===== config.mk =====
export PLATFORM = sky130hd
export DESIGN_NAME = tf_fetch_scheduler_flat
export DESIGN_NICKNAME = d
export VERILOG_FILES = /design/src/rtl/tf_fetch_scheduler_pkg.sv /design/src/rtl/tf_fetch_scheduler_if.sv /design/src/rtl/tf_fetch_scheduler_valid_tracker.sv /design/src/rtl/tf_fetch_scheduler.sv /design/src/flat_wrapper.sv
export SDC_FILE = /design/constraint.sdc
export NUM_CORES = 1
export LEC_CHECK = 0
export CORE_ASPECT_RATIO = 0.8
export CORE_UTILIZATION = 46
export CTS_BUF_LIST = sky130_fd_sc_hd__clkbuf_2 sky130_fd_sc_hd__clkbuf_4 sky130_fd_sc_hd__clkbuf_8
export DETAILED_ROUTE_END_ITERATION = 8
export DONT_BUFFER_PORTS = 1
export GPL_ROUTABILITY_DRIVEN = 1
export HOLD_SLACK_MARGIN = 0.12
export SLEW_MARGIN = 5
export SYNTH_ARGS = -nofsm -noshare
export SYNTH_HDL_FRONTEND = slang
export SYNTH_SLANG_ARGS = --single-unit

===== constraint.sdc =====
create_clock -name clk -period 7.3 [get_ports clk]
set_input_delay 1.095 -clock clk [delete_from_list [all_inputs] [get_ports clk]]
set_output_delay 1.095 -clock clk [all_outputs]
set_load 0.02 [all_outputs]

===== src/rtl/tf_fetch_scheduler_pkg.sv =====
// tf_fetch_scheduler_pkg: shared types, defaults and stage base helper for the twiddle fetch scheduler
package tf_fetch_scheduler_pkg;
  localparam int NSTAGE_D = 3;
  localparam int ROM_LAT_D = 1;
  localparam int BUF_LAT_D = 5;
  typedef enum logic [1:0] {IDLE, FETCH, DRAIN, DONE} state_t;
  typedef struct packed {
    logic valid;
    logic [1:0] stage;
    logic last;
  } tag_t;
  // (16^s - 1) / 15, i.e. the number of ROM words used by all earlier stages
  function automatic int stage_base(input int s);
    int b;
    b = 0;
    for (int i = 0; i < 4; i++) b = (i < s) ? b * 16 + 1 : b;
    return b;
  endfunction
endpackage


===== src/rtl/tf_fetch_scheduler_if.sv =====
// tf_fetch_scheduler_if: control and ROM/delay-buffer handshake bundle of the twiddle fetch scheduler
interface tf_fetch_scheduler_if #(parameter int ADDR_W = 9);
  logic start, bu_ready, busy, done, rom_en, tf_valid, tf_last;
  logic [ADDR_W-1:0] rom_addr;
  logic [1:0] tf_stage;
  modport master(output start, bu_ready, input busy, done, rom_en, rom_addr, tf_valid, tf_stage, tf_last);
  modport slave(input start, bu_ready, output busy, done, rom_en, rom_addr, tf_valid, tf_stage, tf_last);
endinterface


===== src/rtl/tf_fetch_scheduler_valid_tracker.sv =====
// tf_fetch_scheduler_valid_tracker: fixed-latency tag shift register mirroring the ROM plus delay buffer
module tf_fetch_scheduler_valid_tracker
  import tf_fetch_scheduler_pkg::*;
#(
  parameter int DEPTH = ROM_LAT_D + BUF_LAT_D
) (
  input  logic clk,
  input  logic rst,
  input  tag_t din,
  output tag_t dout,
  output logic pending
);
  tag_t [DEPTH-1:0] sr;
  always_ff @(posedge clk or posedge rst)
    if (rst) sr <= '0;
    else sr <= {sr[DEPTH-2:0], din};
  // pending covers entries still to reach the tail, not the one presented now
  always_comb begin
    pending = din.valid;
    for (int i = 0; i < DEPTH - 1; i++) pending = pending | sr[i].valid;
  end
  assign dout = sr[DEPTH-1];
endmodule


===== src/rtl/tf_fetch_scheduler.sv =====
// tf_fetch_scheduler: walks NTT stages/groups, issues shared twiddle ROM addresses and tracks them to the butterfly unit
module tf_fetch_scheduler
  import tf_fetch_scheduler_pkg::*;
#(
  parameter int NSTAGE = NSTAGE_D,
  parameter int ROM_LAT = ROM_LAT_D,
  parameter int BUF_LAT = BUF_LAT_D,
  parameter int ADDR_W = 9
) (
  input logic clk,
  input logic rst,
  tf_fetch_scheduler_if.slave bus
);
  localparam int GW = 4 * (NSTAGE - 1);
  localparam logic [GW-1:0] G_MAX = '1;
  state_t state, state_n;
  logic [1:0] s;
  logic [GW-1:0] g;
  logic issue, last_grp, pending, busy, done;
  logic [ADDR_W-1:0] addr, rom_addr;
  tag_t tag, tail;
  // issue is decided at the edge that launches it, so the first fetch can leave IDLE with start
  always_comb begin
    last_grp = s == 2'(NSTAGE - 1) && g == G_MAX;
    issue = bus.bu_ready && (state == FETCH || (state == IDLE && bus.start));
    addr = ADDR_W'(stage_base(int'(s))) + ADDR_W'(g >> (4 * (NSTAGE - 1 - int'(s))));
    state_n = state;
    case (state)
      IDLE: state_n = bus.start ? FETCH : IDLE;
      FETCH: state_n = (issue && last_grp) ? DRAIN : FETCH;
      DRAIN: state_n = pending ? DRAIN : DONE;
      DONE: state_n = IDLE;
    endcase
  end
  always_ff @(posedge clk or posedge rst)
    if (rst) begin
      state <= IDLE;
      s <= '0;
      g <= '0;
      tag <= '0;
      rom_addr <= '0;
      busy <= 1'b0;
      done <= 1'b0;
    end else begin
      state <= state_n;
      tag <= '{valid: issue, stage: s, last: issue && last_grp};
      busy <= state_n != IDLE;
      done <= state_n == DONE;
      if (issue) rom_addr <= addr;
      if (issue) begin
        g <= g + 1'b1;
        if (g == G_MAX) s <= s + 1'b1;
      end else if (state != FETCH) begin
        s <= '0;
        g <= '0;
      end
    end
  tf_fetch_scheduler_valid_tracker #(.DEPTH(ROM_LAT + BUF_LAT)) u_tracker (
    .clk(clk),
    .rst(rst),
    .din(tag),
    .dout(tail),
    .pending(pending)
  );
  assign bus.busy = busy;
  assign bus.done = done;
  assign bus.rom_en = tag.valid;
  assign bus.rom_addr = rom_addr;
  assign bus.tf_valid = tail.valid;
  assign bus.tf_stage = tail.stage;
  assign bus.tf_last = tail.last;
endmodule


===== src/flat_wrapper.sv =====
// flat-port wrapper written by rule: the top's interface ports become plain ports
module tf_fetch_scheduler_flat import tf_fetch_scheduler_pkg::*;
#(
  parameter int NSTAGE = NSTAGE_D,
  parameter int ROM_LAT = ROM_LAT_D,
  parameter int BUF_LAT = BUF_LAT_D,
  parameter int ADDR_W = 9
)
  (clk, rst, bus_start, bus_bu_ready, bus_busy, bus_done, bus_rom_en, bus_rom_addr, bus_tf_valid, bus_tf_stage, bus_tf_last);
  tf_fetch_scheduler_if #(.ADDR_W(ADDR_W)) bus_i ();
  input logic clk;
  input logic rst;
  input wire logic [$bits(bus_i.start)-1:0] bus_start;
  input wire logic [$bits(bus_i.bu_ready)-1:0] bus_bu_ready;
  output wire logic [$bits(bus_i.busy)-1:0] bus_busy;
  output wire logic [$bits(bus_i.done)-1:0] bus_done;
  output wire logic [$bits(bus_i.rom_en)-1:0] bus_rom_en;
  output wire logic [$bits(bus_i.rom_addr)-1:0] bus_rom_addr;
  output wire logic [$bits(bus_i.tf_valid)-1:0] bus_tf_valid;
  output wire logic [$bits(bus_i.tf_stage)-1:0] bus_tf_stage;
  output wire logic [$bits(bus_i.tf_last)-1:0] bus_tf_last;
  assign bus_i.start = bus_start;
  assign bus_i.bu_ready = bus_bu_ready;
  assign bus_busy = bus_i.busy;
  assign bus_done = bus_i.done;
  assign bus_rom_en = bus_i.rom_en;
  assign bus_rom_addr = bus_i.rom_addr;
  assign bus_tf_valid = bus_i.tf_valid;
  assign bus_tf_stage = bus_i.tf_stage;
  assign bus_tf_last = bus_i.tf_last;
  tf_fetch_scheduler #(.NSTAGE(NSTAGE), .ROM_LAT(ROM_LAT), .BUF_LAT(BUF_LAT), .ADDR_W(ADDR_W)) u_core (.clk(clk), .rst(rst), .bus(bus_i));
endmodule

==> results.ini, run 1 <==
[outcome]
outcome=finished clean

[cells_and_area]
final_cell_mix=51 x dfrtp_1, 33 x nand2_1, 16 x o21ai_0, 8 x ha_1
fillers=377
drive_gt1_share_pct=6.63
finalNetCount=192
n_antenna_cell=0
layout_commonest_cell=dfrtp_1
area_delta_synth_final_pct=6.81

[sta]
report.final.slew_viol_count=0
fin_crit_sh_pct=41.7
layout_min_cycle_time_ns=3.04
max_freq_ghz=0.329
setup_violations=0
worst_pin_slew_ns=0.989
timing.setup.tns_ns=0
skew_ns=0.00587
hold_viol=0
timing.hold.ws_ns=0.353
rsz0062_at_grt=no
relSlewSlack_pct=34.0

[drt]
ant_nets=0
num_vias=1268
drcViolationCount=0
vias_per_cell=5.33
first_iter_violations=65
wl_per_cell_um=15.2
routed_wl_mm=3.61
firstDrtPassIters=4

[setup_path]
crit_type=reg2reg
reg2reg_depth=11
worstPathMaxFanout=11
crit_path_start_kind=register
ff2ff_setup_slack_ns=4.26
cp.required_ns=7.46
slowest_delay_ns=0.63
startpoint=u_core.s[0]
cpMaxStageDelayCell=dfrtp_1
cp_top_family=adder cells
cp_common_cell=ha_1
cp.arrival_ns=3.20
worstReg2RegStart=u_core.s[0]
cp.depth=11
end_kind=register
crit_buf_inv=2
rr_endpoint=u_core.bus.rom_addr[6]
path_cells=inv_1, ha_1, nand2b_1, nor2_1, ha_1, ha_1, inv_1, o41ai_1, nand3_1, xnor2_1, o21ai_0
worstSetupEndpoint=u_core.bus.rom_addr[6]

[logic_synthesis]
synth-simple-area-share_pct=14.7
synth_top_family_by_area=simple AND/OR/NAND/NOR gates
syn_area_per_cell_sq_um=11.5
synthAdderAreaFrac_pct=4.87
syn_nets=191
synth_mux_area_share_pct=2.01
synth_compound_area_share_pct=9.37
yosysWarnings=0
syn_area_sq_um=2060
yosys.area_share.xor_xnor_pct=2.98
synthCells=179
synth_seq_cells=51
synthDistinctLibCells=35
yosysSeqAreaShare_pct=62.0

[power]
cellPowerDensity_nw_per_um2=249
cellLeakagePower_nw=1.01
ir_drop_mv=0.102

[clock_tree]
hold_buffers=0
cts_buffer_depth=2
cts_resized=0
clk_pin_slew_ns=0.09
clk_latency_ns=0.30
cts_tree=done
htreeDepth=2
cts-root-buf=clkbuf_8
cts-buffers-inserted=5
postCtsSetupRepairBufs=0
cts_sinks=51

[flow_run]
max_cap_viol_count=0

[die]
io_pins=20
core_sq_um=4230
die_area_sq_um=4740
initial_core_util_pct=48.6
dieHeight_um=61.8
rows=21
die-width_um=76.8

[grt]
grt_pass1_wl_mm=5.98
grt_max_degree=52
grt_use_total_pct=17.1
grt_pass1_vias=1252
use_met1_pct=23.2
gr-total-overflow=0
antenna_found_initial=0
met3_usage_pct=4.23
grt_use_met2_pct=26.1
busiest_layer=met2

[hold_path]
hp-start=u_core.tag[2]
hold_path_class=reg2reg

[placed_design]
gp_congestion=0.807
dpl.hpwl_mm=2.45
numPortBuffers=0

[state kept, by name (all words and copies together), names as in the netlist]
name                   count
u_core.u_tracker.dout      4
u_core.bus.rom_addr        9
u_core.s                   2
u_core.u_tracker.sr       20
u_core.bus.rom_en          1
u_core.g                   8
u_core.tag                 3
u_core.bus.done            1
u_core.bus.busy            1
u_core.state               2
[layer usage]
layer	share of wire, %	vias to the layer above	wire [um]
met5	0	-	0
li1	-	611	-
met4	1.2	0	42
met2	45	40	1620
met3	5.9	4	213
met1	48	613	1740
[worst reg2reg max path, stage by stage, from the launching register on]
cell and delay, ns:
dfrtp_1 0.63, inv_1 0.20, ha_1 0.39, nand2b_1 0.16, nor2_1 0.14, ha_1 0.21, ha_1 0.21, inv_1 0.07
o41ai_1 0.44, nand3_1 0.15, xnor2_1 0.20, o21ai_0 0.09
[final cells by class]
type / count / area, sq um / area share [%]
clock inverters: 2 / 38.8 / 1.77
multi-input cells: 114 / 698 / 31.8
flip-flops and latches: 51 / 1280 / 58.1
well taps: 57 / 71.3 / 3.25
inverters: 8 / 30.0 / 1.37
clock buffers: 6 / 82.6 / 3.76
[per-stage QoR]
| stage | total power, mW | setup slack (ns) | utilization, % | cell area [sq um] | instances |
|---|---|---|---|---|---|
| finish | 0.546 | 4.26 | 51.9 | 2200 | 238 |
| global route | 0.571 | 3.97 | 51.9 | 2200 | 238 |
| CTS | 0.554 | 4.28 | 51.9 | 2200 | 238 |
| detailed placement | 0.347 | 4.31 | 49.1 | 2080 | 230 |
| global placement | 0.346 | 4.44 | 49.1 | 2080 | 230 |
| floorplan | 0.337 | 4.90 | - | 2060 | 179 |
[cell usage after synthesis]
cell type	count	area share, %
a21o_1	3	1.1
nand3_1	4	0.97
nor2_1	6	1.1
a21oi_1	2	0.49
a22o_1	2	0.85
xor2_1	2	0.85
buf_4	2	0.73
nor2b_1	1	0.30
or3_1	2	0.61
dfrtp_1	51	62
o21ai_1	1	0.24
and2_1	2	0.61
mux2i_1	3	1.5
xnor2_1	5	2.1
clkbuf_1	1	0.18
or3_4	1	0.55
buf_6	3	1.6
and3_1	4	1.2
o21ai_0	16	3.9
nor3b_1	1	0.37
o32ai_1	1	0.43
o211ai_1	1	0.37
ha_1	8	4.9
nand4_1	2	0.61
nor3_1	3	0.73
o41ai_1	1	0.43
nand2_1	33	6.0
or4_1	2	0.73
inv_1	7	1.3
o21ba_2	1	0.49
nor4_1	1	0.30
clkinv_1	1	0.18
o31ai_1	3	1.1
nand2b_1	2	0.61
mux2_2	1	0.55
[how the worst min path moves through the flow]
stage,to,depth (start not counted)
after CTS,u_core.u_tracker.sr[2],0
after detailed placement,u_core.u_tracker.sr[1],0
after global routing,u_core.u_tracker.sr[2],0
after floorplan,u_core.u_tracker.dout[0],0
final,u_core.u_tracker.sr[2],0
after global placement,u_core.u_tracker.sr[5],0
[power breakdown]
group | internal, mW | leakage (nW) | switching, mW
Combinational | 0.0128 | 0.268 | 0.0206
Sequential | 0.293 | 0.681 | 0.0156
Clock | 0.113 | 0.0618 | 0.0919
Total | 0.418 | 1.01 | 0.128
[kinds of logic after synthesis]
| family | count (synthesis) |
|---|---|
| multiplexers | 4 |
| adder cells (fa/ha/maj) | 8 |
| AND/OR/NAND/NOR | 64 |
| AO/OA/AOI/OAI | 31 |
| flip-flops | 51 |
| buffers and inverters | 14 |
| XOR/XNOR | 7 |
No activity file was read; power rests on OpenSTA's default activity.
==> inputs of run 2 (changes only) <==
==> constraint.sdc (replaced) <==
create_clock -name clk -period 2.9 [get_ports clk]
set_input_delay 0.435 -clock clk [delete_from_list [all_inputs] [get_ports clk]]
set_output_delay 0.435 -clock clk [all_outputs]
set_load 0.02 [all_outputs]
==> run 2 against run 1 <==
  * Clock-buffer cell count decreased by 1
  * Worst hold slack worse by 0.12 ns
  * Non-clock buffer count up 2
  * Flip-flop and latch count is the same
  * Combinational power rose to 2.6 times the previous value
  * Global-route usage grew 0.28 points
==> results.ini, run 2 (same netlist as run 1, synthesis figures left out) <==
[die]
die_area_sq_um=4740
io_pins=20
core_sq_um=4230
die-width_um=76.8
dieHeight_um=61.8
initial_core_util_pct=48.6
rows=21

[grt]
grt_pass1_vias=1230
grt_use_total_pct=17.3
gr-total-overflow=0
grt_max_degree=52
antenna_found_initial=0
grt_pass1_wl_mm=5.97

[setup_path]
ff2ff_setup_slack_ns=0.32
reg2reg_depth=11
crit_type=reg2reg
end_kind=register
cp.arrival_ns=2.82
cp.required_ns=3.13
rr_endpoint=u_core.bus.rom_addr[8]
crit_buf_inv=2
worstPathMaxFanout=8
crit_path_start_kind=register
cp_common_cell=ha_1
slowest_delay_ns=0.49
cp_top_family=adder cells
path_cells=inv_1, ha_1, nand2b_1, nor2_1, ha_1, ha_1, inv_1, o41ai_2, nand4_1, xor2_1, o21ai_0
cpMaxStageDelayCell=dfrtp_1
worstReg2RegStart=u_core.s[1]

[outcome]
outcome=finished clean

[sta]
rsz0062_at_grt=no
report.final.slew_viol_count=0
timing.setup.tns_ns=0
hold_viol=0
worst_pin_slew_ns=0.990
max_freq_ghz=0.387
skew_ns=0.00384
relSlewSlack_pct=33.9
layout_min_cycle_time_ns=2.58
setup_violations=0
fin_crit_sh_pct=89.1

[drt]
firstDrtPassIters=4
routed_wl_mm=3.50
drcViolationCount=0
vias_per_cell=5.33
wl_per_cell_um=14.6
num_vias=1274
first_iter_violations=59
ant_nets=0

[cells_and_area]
top_regs=u_core.u_tracker.sr x20, u_core.bus.rom_addr x9, u_core.g x8
drive_gt1_share_pct=7.69
fin_util_pct=52.1
fillers=361
n_antenna_cell=0
finalNetCount=194
seq_area_sq_um=1280
layout_commonest_cell=dfrtp_1
final_area_sq_um=2200
finalNonFillerCells=239
largest_reg_flops=20
final_cell_mix=51 x dfrtp_1, 33 x nand2_1, 16 x o21ai_0, 8 x ha_1
multi_input_area_sq_um=706
max_flop_register=u_core.u_tracker.sr
area_delta_synth_final_pct=7.18

[clock_tree]
cts-root-buf=clkbuf_8
clk_pin_slew_ns=0.09
hold_buffers=0
cts_buffer_depth=2
cts_resized=0
clk_latency_ns=0.31
cts-buffers-inserted=5
htreeDepth=2
cts_sinks=51
cts_tree=done
postCtsSetupRepairBufs=0

[power]
power.total_mw=1.34
cellLeakagePower_nw=1.01
ir_drop_mv=0.275
cellPowerDensity_nw_per_um2=607

[placed_design]
place_area_sq_um=2090
dpl.cell_count=232
numPortBuffers=0
dpl.hpwl_mm=2.50
gp_congestion=0.912

[hold_path]
hold_path_class=in2async

[flow_run]
max_cap_viol_count=0

## run 2: cell types whose count changed in the layout (fill, tap and decap cells not counted)
cell | before | now
buf_4 | 0 | 2
clkbuf_8 | 6 | 5
clkinvlp_4 | 0 | 1
inv_6 | 1 | 0
o41ai_1 | 1 | 0
o41ai_2 | 0 | 1
## run 2: area by class of cell
cell class                 instances  area share (%)
clock buffer                       5            3.12
inverter                           8            1.36
timing repair buffer               2           0.681
sequential                        51            57.9
tap                               57            3.23
clock inverter                     2            1.70
multi-input combinational        114            32.0
## run 2: routing by layer
metal | track usage (%) | up-vias | share of wire [%]
li1 | - | 607 | -
met1 | 23.8 | 623 | 48
met2 | 24.7 | 34 | 45
met3 | 4.96 | 10 | 5.2
met4 | 10.7 | 0 | 2.6
met5 | 0 | - | 0
## run 2: report_power, final
group | switching [mW] | internal, mW
Clock | 0.225 | 0.252
Combinational | 0.0539 | 0.0333
Sequential | 0.0377 | 0.737
Total | 0.317 | 1.02
## run 2: worst max-delay path by stage
| stage | slack, ns | endpoint | start | cells past startpoint |
|---|---|---|---|---|
| floorplan | 0.50 | u_core.bus.rom_addr[8] | u_core.s[0] | 12 |
| global placement | 0.47 | u_core.bus.rom_addr[8] | u_core.s[1] | 11 |
| detailed placement | 0.30 | u_core.bus.rom_addr[8] | u_core.s[1] | 11 |
| CTS | 0.27 | u_core.bus.rom_addr[8] | u_core.s[1] | 11 |
| global route | 0.05 | u_core.bus.rom_addr[6] | u_core.s[1] | 11 |
| finish | 0.32 | u_core.bus.rom_addr[8] | u_core.s[1] | 11 |
## run 2: through the flow
stage / hold slack (ns) / setup WS, ns
after floorplan: 0.331 / 0.502
after global placement: 0.333 / 0.467
after detailed placement: 0.335 / 0.303
after CTS: 0.272 / 0.265
after global routing: 0.292 / 0.0509
final: 0.232 / 0.316
==> inputs of run 3 (changes only) <==
--- a/config.mk
+++ b/config.mk
@@ -16,3 +16,4 @@
 export SYNTH_ARGS = -nofsm -noshare
 export SYNTH_HDL_FRONTEND = slang
 export SYNTH_SLANG_ARGS = --single-unit
+export TNS_END_PERCENT = 50
==> results of run 3 <==
Final layout, timing and power as in run 2 (identical DEF).
